## config.mk

```make
export PLATFORM = sky130hd
export DESIGN_NAME = mem_arbiter
export DESIGN_NICKNAME = d
export VERILOG_FILES = /design/src/rtl/mem_arb_pkg.sv /design/src/rtl/mem_arb_rr.sv /design/src/rtl/mem_arbiter.sv
export SDC_FILE = /design/constraint.sdc
export NUM_CORES = 1
export LEC_CHECK = 0
export ABC_AREA = 1
export CAP_MARGIN = 20
export CORE_ASPECT_RATIO = 0.7
export CORE_UTILIZATION = 45
export CTS_BUF_LIST = sky130_fd_sc_hd__clkbuf_4
export DETAILED_ROUTE_END_ITERATION = 7
export GPL_ROUTABILITY_DRIVEN = 1
export PLACE_DENSITY = 0.66
export SYNTH_ARGS = -nofsm -noshare
export SYNTH_HDL_FRONTEND = slang
export SYNTH_SLANG_ARGS = --single-unit
```

## constraint.sdc

```tcl
create_clock -name clk -period 5.72 [get_ports clk]
set_clock_uncertainty 0.1 [all_clocks]
set_input_delay 1.144 -clock clk [delete_from_list [all_inputs] [get_ports clk]]
set_output_delay 1.144 -clock clk [all_outputs]
set_load 0.02 [all_outputs]
```

## src/rtl/mem_arb_pkg.sv

```systemverilog
// Shared defaults and width helpers for the round-robin memory arbiter.
package mem_arb_pkg;

  localparam int NUM_PORTS_DEF = 4;
  localparam int ADDR_W_DEF    = 7;
  localparam int DATA_W_DEF    = 8;
  localparam int LOCK_MAX_DEF  = 4;

  // Round-robin pointer width; never narrower than one bit.
  function automatic int ptr_w(input int num_ports);
    return (num_ports < 2) ? 1 : $clog2(num_ports);
  endfunction

  // Lock counter must be able to represent LOCK_MAX itself.
  function automatic int cnt_w(input int lock_max);
    return $clog2(lock_max + 1);
  endfunction

endpackage

```

## src/rtl/mem_arb_rr.sv

```systemverilog
// Combinational round-robin picker: first requester at or above ptr (modulo NUM_PORTS) wins.
module mem_arb_rr
  import mem_arb_pkg::*;
#(
  parameter int  NUM_PORTS = NUM_PORTS_DEF,
  localparam int PTR_W     = ptr_w(NUM_PORTS)
) (
  input  logic [NUM_PORTS-1:0] req,
  input  logic [PTR_W-1:0]     ptr,
  output logic [NUM_PORTS-1:0] gnt,
  output logic [PTR_W-1:0]     gnt_idx
);

  logic             found;
  logic [PTR_W-1:0] idx;

  always_comb begin
    gnt     = '0;
    gnt_idx = '0;
    found   = 1'b0;
    idx     = '0;
    for (int i = 0; i < NUM_PORTS; i++) begin
      idx = PTR_W'((int'(ptr) + i) % NUM_PORTS);
      if (!found && req[idx]) begin
        found      = 1'b1;
        gnt[idx]   = 1'b1;
        gnt_idx    = idx;
      end
    end
  end

endmodule

```

## src/rtl/mem_arbiter.sv

```systemverilog
// Round-robin arbiter in front of a single-port word memory with per-port registered read data.
// Optional grant locking is built when MEM_ARB_LOCK_EN is defined.
module mem_arbiter
  import mem_arb_pkg::*;
#(
  parameter int NUM_PORTS = NUM_PORTS_DEF,
  parameter int ADDR_W    = ADDR_W_DEF,
  parameter int DATA_W    = DATA_W_DEF,
  parameter int LOCK_MAX  = LOCK_MAX_DEF
) (
  input  logic                          clk,
  input  logic                          rst_n,
  input  logic                          en,
  input  logic [NUM_PORTS-1:0]          req,
  input  logic [NUM_PORTS-1:0]          we,
  input  logic [NUM_PORTS-1:0]          lock,
  input  logic [NUM_PORTS*ADDR_W-1:0]   addr,
  input  logic [NUM_PORTS*DATA_W-1:0]   wdata,
  output logic [NUM_PORTS-1:0]          gnt,
  output logic [NUM_PORTS-1:0]          rvalid,
  output logic [NUM_PORTS*DATA_W-1:0]   rdata
);

  localparam int PTR_W = ptr_w(NUM_PORTS);

  logic [PTR_W-1:0]            ptr;
  logic [PTR_W-1:0]            rr_idx;
  logic [PTR_W-1:0]            ptr_next;
  logic [NUM_PORTS-1:0]        rr_gnt;
  logic                        any_gnt;
  logic [ADDR_W-1:0]           sel_addr;
  logic [DATA_W-1:0]           sel_wdata;
  logic                        sel_we;
  logic [DATA_W-1:0]           mem [2**ADDR_W];
  logic [NUM_PORTS-1:0]        vld_p1;
  logic [NUM_PORTS*DATA_W-1:0] rdata_p1;

  mem_arb_rr #(.NUM_PORTS(NUM_PORTS)) u_rr (
    .req     (req),
    .ptr     (ptr),
    .gnt     (rr_gnt),
    .gnt_idx (rr_idx)
  );

  // Reset gates the grant combinationally so it drops the instant rst_n falls.
  assign gnt      = (rst_n && en) ? rr_gnt : '0;
  assign any_gnt  = |gnt;
  assign ptr_next = (rr_idx == PTR_W'(NUM_PORTS - 1)) ? '0 : rr_idx + 1'b1;

  always_comb begin
    sel_addr  = '0;
    sel_wdata = '0;
    sel_we    = 1'b0;
    for (int p = 0; p < NUM_PORTS; p++) begin
      if (rr_gnt[p]) begin
        sel_addr  = addr[p*ADDR_W +: ADDR_W];
        sel_wdata = wdata[p*DATA_W +: DATA_W];
        sel_we    = we[p];
      end
    end
  end

  always_ff @(posedge clk) begin
    if (any_gnt && sel_we) begin
      mem[sel_addr] <= sel_wdata;
    end
  end

  // p0 -> p1: read data lands in the granted port's lane one cycle after the grant edge.
  always_ff @(posedge clk or negedge rst_n) begin
    if (!rst_n) begin
      vld_p1   <= '0;
      rdata_p1 <= '0;
    end else begin
      vld_p1 <= '0;
      if (any_gnt && !sel_we) begin
        vld_p1 <= gnt;
        for (int p = 0; p < NUM_PORTS; p++) begin
          if (gnt[p]) begin
            rdata_p1[p*DATA_W +: DATA_W] <= mem[sel_addr];
          end
        end
      end
    end
  end

  assign rvalid = vld_p1;
  assign rdata  = rdata_p1;

`ifdef MEM_ARB_LOCK_EN
  localparam int CNT_W = cnt_w(LOCK_MAX);

  logic [CNT_W-1:0] lock_cnt;
  logic [CNT_W-1:0] cnt_next;
  logic             hold;

  // A grant to a port other than the one parked at ptr starts a fresh run.
  always_comb begin
    cnt_next = (rr_idx == ptr) ? lock_cnt + 1'b1 : CNT_W'(1);
    hold     = lock[rr_idx] && (int'(cnt_next) < LOCK_MAX);
  end

  always_ff @(posedge clk or negedge rst_n) begin
    if (!rst_n) begin
      ptr      <= '0;
      lock_cnt <= '0;
    end else if (any_gnt) begin
      if (hold) begin
        ptr      <= rr_idx;
        lock_cnt <= cnt_next;
      end else begin
        ptr      <= ptr_next;
        lock_cnt <= '0;
      end
    end
  end
`else
  logic          unused_lock;
  localparam int unused_lock_max = LOCK_MAX;

  assign unused_lock = ^lock;

  always_ff @(posedge clk or negedge rst_n) begin
    if (!rst_n) begin
      ptr <= '0;
    end else if (any_gnt) begin
      ptr <= ptr_next;
    end
  end
`endif

endmodule

```

==> results by group, run 1 <==
Drt
  – Routed Antenna Nets: 0
  – Via count: 32404
  – DR DRC count: 0
  – DR WL/cell: 20.05 um
  – Initial drt markers: 3994
  – Post-DR vias/cell: 5.191
  – Final wirelength: 125100 um
  – TritonRoute pass-1 iters: 6

Synth
  – Synth Warn #: 0
  – Seq/Total Area, Yosys: 70.68%
  – EDFF count, synth: 1024
  – Fraction of registers with async set/reset: 3.578%
  – Post-synthesis cell type with the largest combined area: edfxtp_1
  – Synth top area share: 68.56%
  – Synth cell types: 36
  – Syn_area_per_cell: 10.47 um2
  – Cell Area, Synth: 44850 um2
  – Synth area leaders: edfxtp_1 (69%), nand2_1 (19%), nor2_1 (2.3%), dfrtp_1 (2.1%), nand3_1 (1.6%)
  – Most used DFF post-synth: edfxtp_1
  – Syn Nets: 4364
  – FF+latch count, synth: 1062
  – Post-synthesis cell count: 4282

Worst setup path
  – Internal reg-to-reg setup slack: 0.60 ns
  – Critical path type: flop to output port
  – Cells on worst reg2reg path: 25
  – RR Endpoint: rdata[3]
  – Worst setup SP type: flop
  – CP Capture Type: output port
  – Setup crit end: gnt[3]
  – Worst path arrival time: 4.22 ns
  – Worst-path fanout max: 14
  – WP data required: 4.48 ns

Placement
  – Placed wire-length estimate: 77220 um
  – Placed cells: 5812
  – GPL Wtd Cong: 0.9124
  – IO Port Bufs: 110

Die
  – # IOs: 115
  – # rows: 96
  – Core Area: 98370 um2
  – Initial core utilization: 45.59%
  – Die height: 266.1 um
  – Die ar.: 101000 um2
  – Chip Width: 379.3 um

Global route
  – Largest net degree at the start of global routing: 129
  – First-pass GRT wire length: 186600 um
  – Vias in the first global route: 30092
  – Congestion Overflow GR: 0
  – All-Layer GR Usage: 25.00%
  – Initial antenna violation count: 3

Flow run
  – # Max-Cap Violations: 0

Timing
  – Slew HR: 21.26%
  – FMAX: 182.9 MHz
  – Tmin final: 5.468 ns
  – Final Slew Violations: 0
  – Worst Max-Slew Pin Slew: 1.181 ns
  – Final period util: 95.60%
  – Setup TNS: 0 ns
  – Final setup viols: 0
  – Final hold violation count: 0
  – RSZ-0062 raised after global routing: no

Clock network
  – TritonCTS buffer count: 231
  – Max Buffers Root-to-Sink: 3
  – Clk Latency, worst-skew pair: 1.15 ns
  – Cts repair resizes: 0
  – Reg clk slew, reported paths: 0.07 ns
  – Root buffer cell: clkbuf_4
  – H-tree depth: 4
  – Clock tree sinks: 1062
  – CTS tree: built

Cells and area
  – Area growth from synthesis to final layout: 16.74%
  – Nets@finish: 4805
  – Final core utilization: 53.22%
  – Most common cell after layout, fill and taps aside: nand2_1
  – Most frequent cells in the layout: nand2_1 (2306), edfxtp_1 (1024), clkbuf_4 (367)
  – Layout Cells excl Fill: 6242
  – Fill count: 8655
  – Layout cells sized above 1: 14.92%

Outcome
  – Outcome: completed

Worst hold path
  – Min-Delay Path Class: flop to flop
  – Hold path depth: 2
-- sequential cells by signal (all words and copies together) (netlist names), named ones only --
signal / cells
mem: 1024
rdata: 32
rvalid: 4
ptr: 1
-- layout make-up --
type | instances | area, um2 | area share (%)
antenna | 5 | 12.51 | 0.02390
clock buffer | 367 | 2755 | 5.262
clock inverter | 57 | 360.3 | 0.6883
inverter | 73 | 286.5 | 0.5473
multi-input combinational | 2954 | 11920 | 22.76
sequential | 1062 | 31700 | 60.55
tap | 1323 | 1655 | 3.162
timing repair buffer | 401 | 3671 | 7.012
-- worst min path at each step --
stage,from,endpoint
CTS,rst_n,rdata[22]
floorplan,rdata[0],rdata[0]
global route,rdata[7],rdata[7]
detailed placement,rdata[7],rdata[7]
global placement,rdata[1],rdata[1]
finish,rdata[7],rdata[7]
-- Yosys cell counts, types with 6 or more instances --
master    count
nand2_1    2314
edfxtp_1   1024
nor2_1      280
nand3_1     143
buf_2       134
o21ai_1      60
inv_1        52
nand4_1      41
dfrtp_1      38
a21oi_1      32
clkbuf_1     28
inv_2        19
o21ai_0      18
buf_6        16
o21bai_1      9
buf_4         8
nor2_2        8
buf_1         7
ha_1          7
nand3_2       6
nor2_4        6
-- kinds of logic after synthesis --
logic type      share of synthesized area [%]
simple gates                            24.50
xor+xnor                              0.03907
flops                                   70.68
fa+ha+maj                              0.1953
compound gates                          1.643
buf+inv                                 2.941
-- worst max-delay path, stage by stage (launching register included) --
cell,delay (ns)
dfrtp_1,0.66
inv_4,0.13
ha_1,0.39
inv_1,0.14
nand3_1,0.09
nand2_1,0.11
nand3_1,0.08
nor2_1,0.23
nand2_1,0.11
nand3_2,0.32
nand2_1,0.14
inv_1,0.10
clkdlybuf4s50_1,0.62
-- routing by layer --
layer | GRT usage, % | part of all wire [%]
met1 | 37.94 | 43
met2 | 35.33 | 42
met3 | 6.164 | 12
met4 | 7.258 | 1.9
met5 | 0 | 0
-- through the flow --
step / hold WS [ns] / setup slack (ns) / area (um2)
floorplan: 0.4880 / 1.099 / 44850
global placement: 0.3671 / 0.1909 / 49220
detailed placement: 0.3685 / 0.1393 / 49220
CTS: 0.3843 / 0.1929 / 52340
global route: 0.4042 / 0.01027 / 52360
finish: 0.3809 / 0.2517 / 52360
-- timing repair --
action / in CTS / in global routing
hold buffers: 1 / 0
hold endpoints to repair: 38 / 0
setup buffers: 0 / 0
Power of run 1 is left out: the tool's default activity adds up to more than one toggle a clock period on the data nets, which glitch-free logic cannot reach.
==> run 2: changes to the inputs <==
--- a/config.mk
+++ b/config.mk
@@ -8,6 +8,7 @@
 export ABC_AREA = 1
 export CAP_MARGIN = 20
 export CORE_ASPECT_RATIO = 0.7
+export CORE_MARGIN = 2
 export CORE_UTILIZATION = 45
 export CTS_BUF_LIST = sky130_fd_sc_hd__clkbuf_4
 export DETAILED_ROUTE_END_ITERATION = 7
==> run 2 against run 1 <==
- die area up 1.3%
- non-clock buffer count shrank 8
- worst setup slack improved by 0.14 ns
- sequential share of layout area barely moved
- register-to-register slack improved by 0.16 ns
- design area about the same
- worst hold slack worse by 0.00090 ns
- count of clock-buffer cells in the layout decreased by 2
- core utilization about the same
- global-route usage decreased by 0.51 points
- first-iteration DRC count fell by 2.4%
- highest routed layer is now met5
==> results by group, run 2 (synthesis results as in run 1) <==
Timing
  – Final hold violation count: 0
  – Tmin final: 5.332 ns
  – Final setup viols: 0
  – Worst Max-Slew Pin Slew: 0.9952 ns
  – RSZ-0062 raised after global routing: no
  – FMAX: 187.5 MHz
  – Setup TNS: 0 ns
  – Hold slack: 0.3800 ns
  – Final Slew Violations: 0
  – Final period util: 93.22%
  – Slew HR: 33.66%

Worst setup path
  – Worst-path fanout max: 14
  – Cells on worst reg2reg path: 24
  – Critical path type: flop to output port
  – Worst path arrival time: 4.09 ns
  – Worst setup SP type: flop
  – CP Capture Type: output port
  – WP data required: 4.48 ns
  – RR Endpoint: rdata[4]
  – Internal reg-to-reg setup slack: 0.76 ns
  – Worst R2R Start: ptr[1]

Clock network
  – TritonCTS buffer count: 239
  – Max Buffers Root-to-Sink: 3
  – H-tree depth: 4
  – Reg clk slew, reported paths: 0.08 ns
  – Clock tree sinks: 1062
  – Post-CTS Setup Inserts: 0
  – Root buffer cell: clkbuf_4
  – Clk Latency, worst-skew pair: 1.20 ns
  – CTS tree: built

Drt
  – Initial drt markers: 3897
  – Routed Antenna Nets: 0
  – DR DRC count: 0
  – DR WL/cell: 20.20 um
  – Post-DR vias/cell: 5.201
  – TritonRoute pass-1 iters: 5
  – Via count: 32373
  – Final wirelength: 125700 um

Die
  – Die ar.: 102200 um2
  – # IOs: 115
  – Die height: 268.1 um
  – Core Area: 98370 um2
  – Initial core utilization: 45.59%
  – Chip Width: 381.3 um
  – # rows: 96

Worst hold path
  – Hold path depth: 2
  – Min-Delay Path Class: flop to flop
  – HP Start: rdata[1]
  – Hold path endpoint: rdata[1]

Outcome
  – Outcome: completed

Cells and area
  – Layout cells sized above 1: 14.74%
  – Layout Cells excl Fill: 6224
  – Top reg by flops: mem
  – Nets@finish: 4805
  – Area growth from synthesis to final layout: 16.69%
  – Max reg flops: 1024
  – Most frequent cells in the layout: nand2_1 (2306), edfxtp_1 (1024), clkbuf_4 (365)
  – Most common cell after layout, fill and taps aside: nand2_1

Global route
  – All-Layer GR Usage: 24.49%
  – First-pass GRT wire length: 187100 um
  – Largest net degree at the start of global routing: 106
  – Vias in the first global route: 29931
  – Congestion Overflow GR: 0
  – Initial antenna violation count: 2

Placement
  – GPL Wtd Cong: 0.8979
  – Placed wire-length estimate: 78590 um
  – Placed cells: 5804
  – IO Port Bufs: 110

Flow run
  – # Max-Cap Violations: 0
==> run 2: worst max-delay path: stages, from the launching register on <==
cell,delay (ns)
dfrtp_1,0.55
inv_2,0.13
ha_1,0.36
inv_1,0.13
nand3_1,0.08
nand2_1,0.10
nand3_1,0.07
nor2_1,0.23
nand2_1,0.10
nand3_2,0.30
nand2_1,0.13
inv_1,0.10
clkdlybuf4s50_1,0.62
==> run 2: worst max path at each step <==
stage                start        end  slack [ns]
finish              ptr[1]     gnt[3]        0.39
CTS                   flop     gnt[3]        0.23
floorplan           req[2]  mem[0][5]        1.10
global route        ptr[1]     gnt[3]        0.08
global placement    req[3]  rdata[28]        0.20
detailed placement  req[3]   rdata[4]        0.12
==> run 2: routing by layer <==
metal | part of all wire [%] | vias up | GRT usage (%)
met2 | 42 | 1703 | 34.51
met3 | 12 | 216 | 6.445
met1 | 44 | 15270 | 36.64
met4 | 2.3 | 2 | 8.140
li1 | - | 15182 | -
met5 | 0.075 | - | 0.6944
==> run 2: area by class of cell <==
cell class | instances | area [um2]
Inverter | 73 | 286.5
Multi-Input combinational cell | 2954 | 11920
Fill cell | 8535 | 46040
Tap cell | 1323 | 1655
Clock buffer | 365 | 2740
Antenna cell | 4 | 10.01
Sequential cell | 1062 | 31700
Timing Repair Buffer | 393 | 3699
Clock inverter | 50 | 324.1
==> run 2: metrics by stage <==
step / setup slack (ns) / instance area [um2] / utilization, %
after floorplan: 1.099 / 44850 / -
after global placement: 0.1989 / 49250 / 50.06
after detailed placement: 0.1199 / 49250 / 50.06
after CTS: 0.2292 / 52320 / 53.18
after global routing: 0.08390 / 52330 / 53.19
final: 0.3880 / 52330 / 53.20
==> run 2: repair_timing <==
item	in CTS	in global routing
hold buffers	1	0
gates resized for setup	0	1
endpoints found under the hold margin	38	0
endpoints found under the setup margin	0	2
Power of run 2 is left out for the same reason.
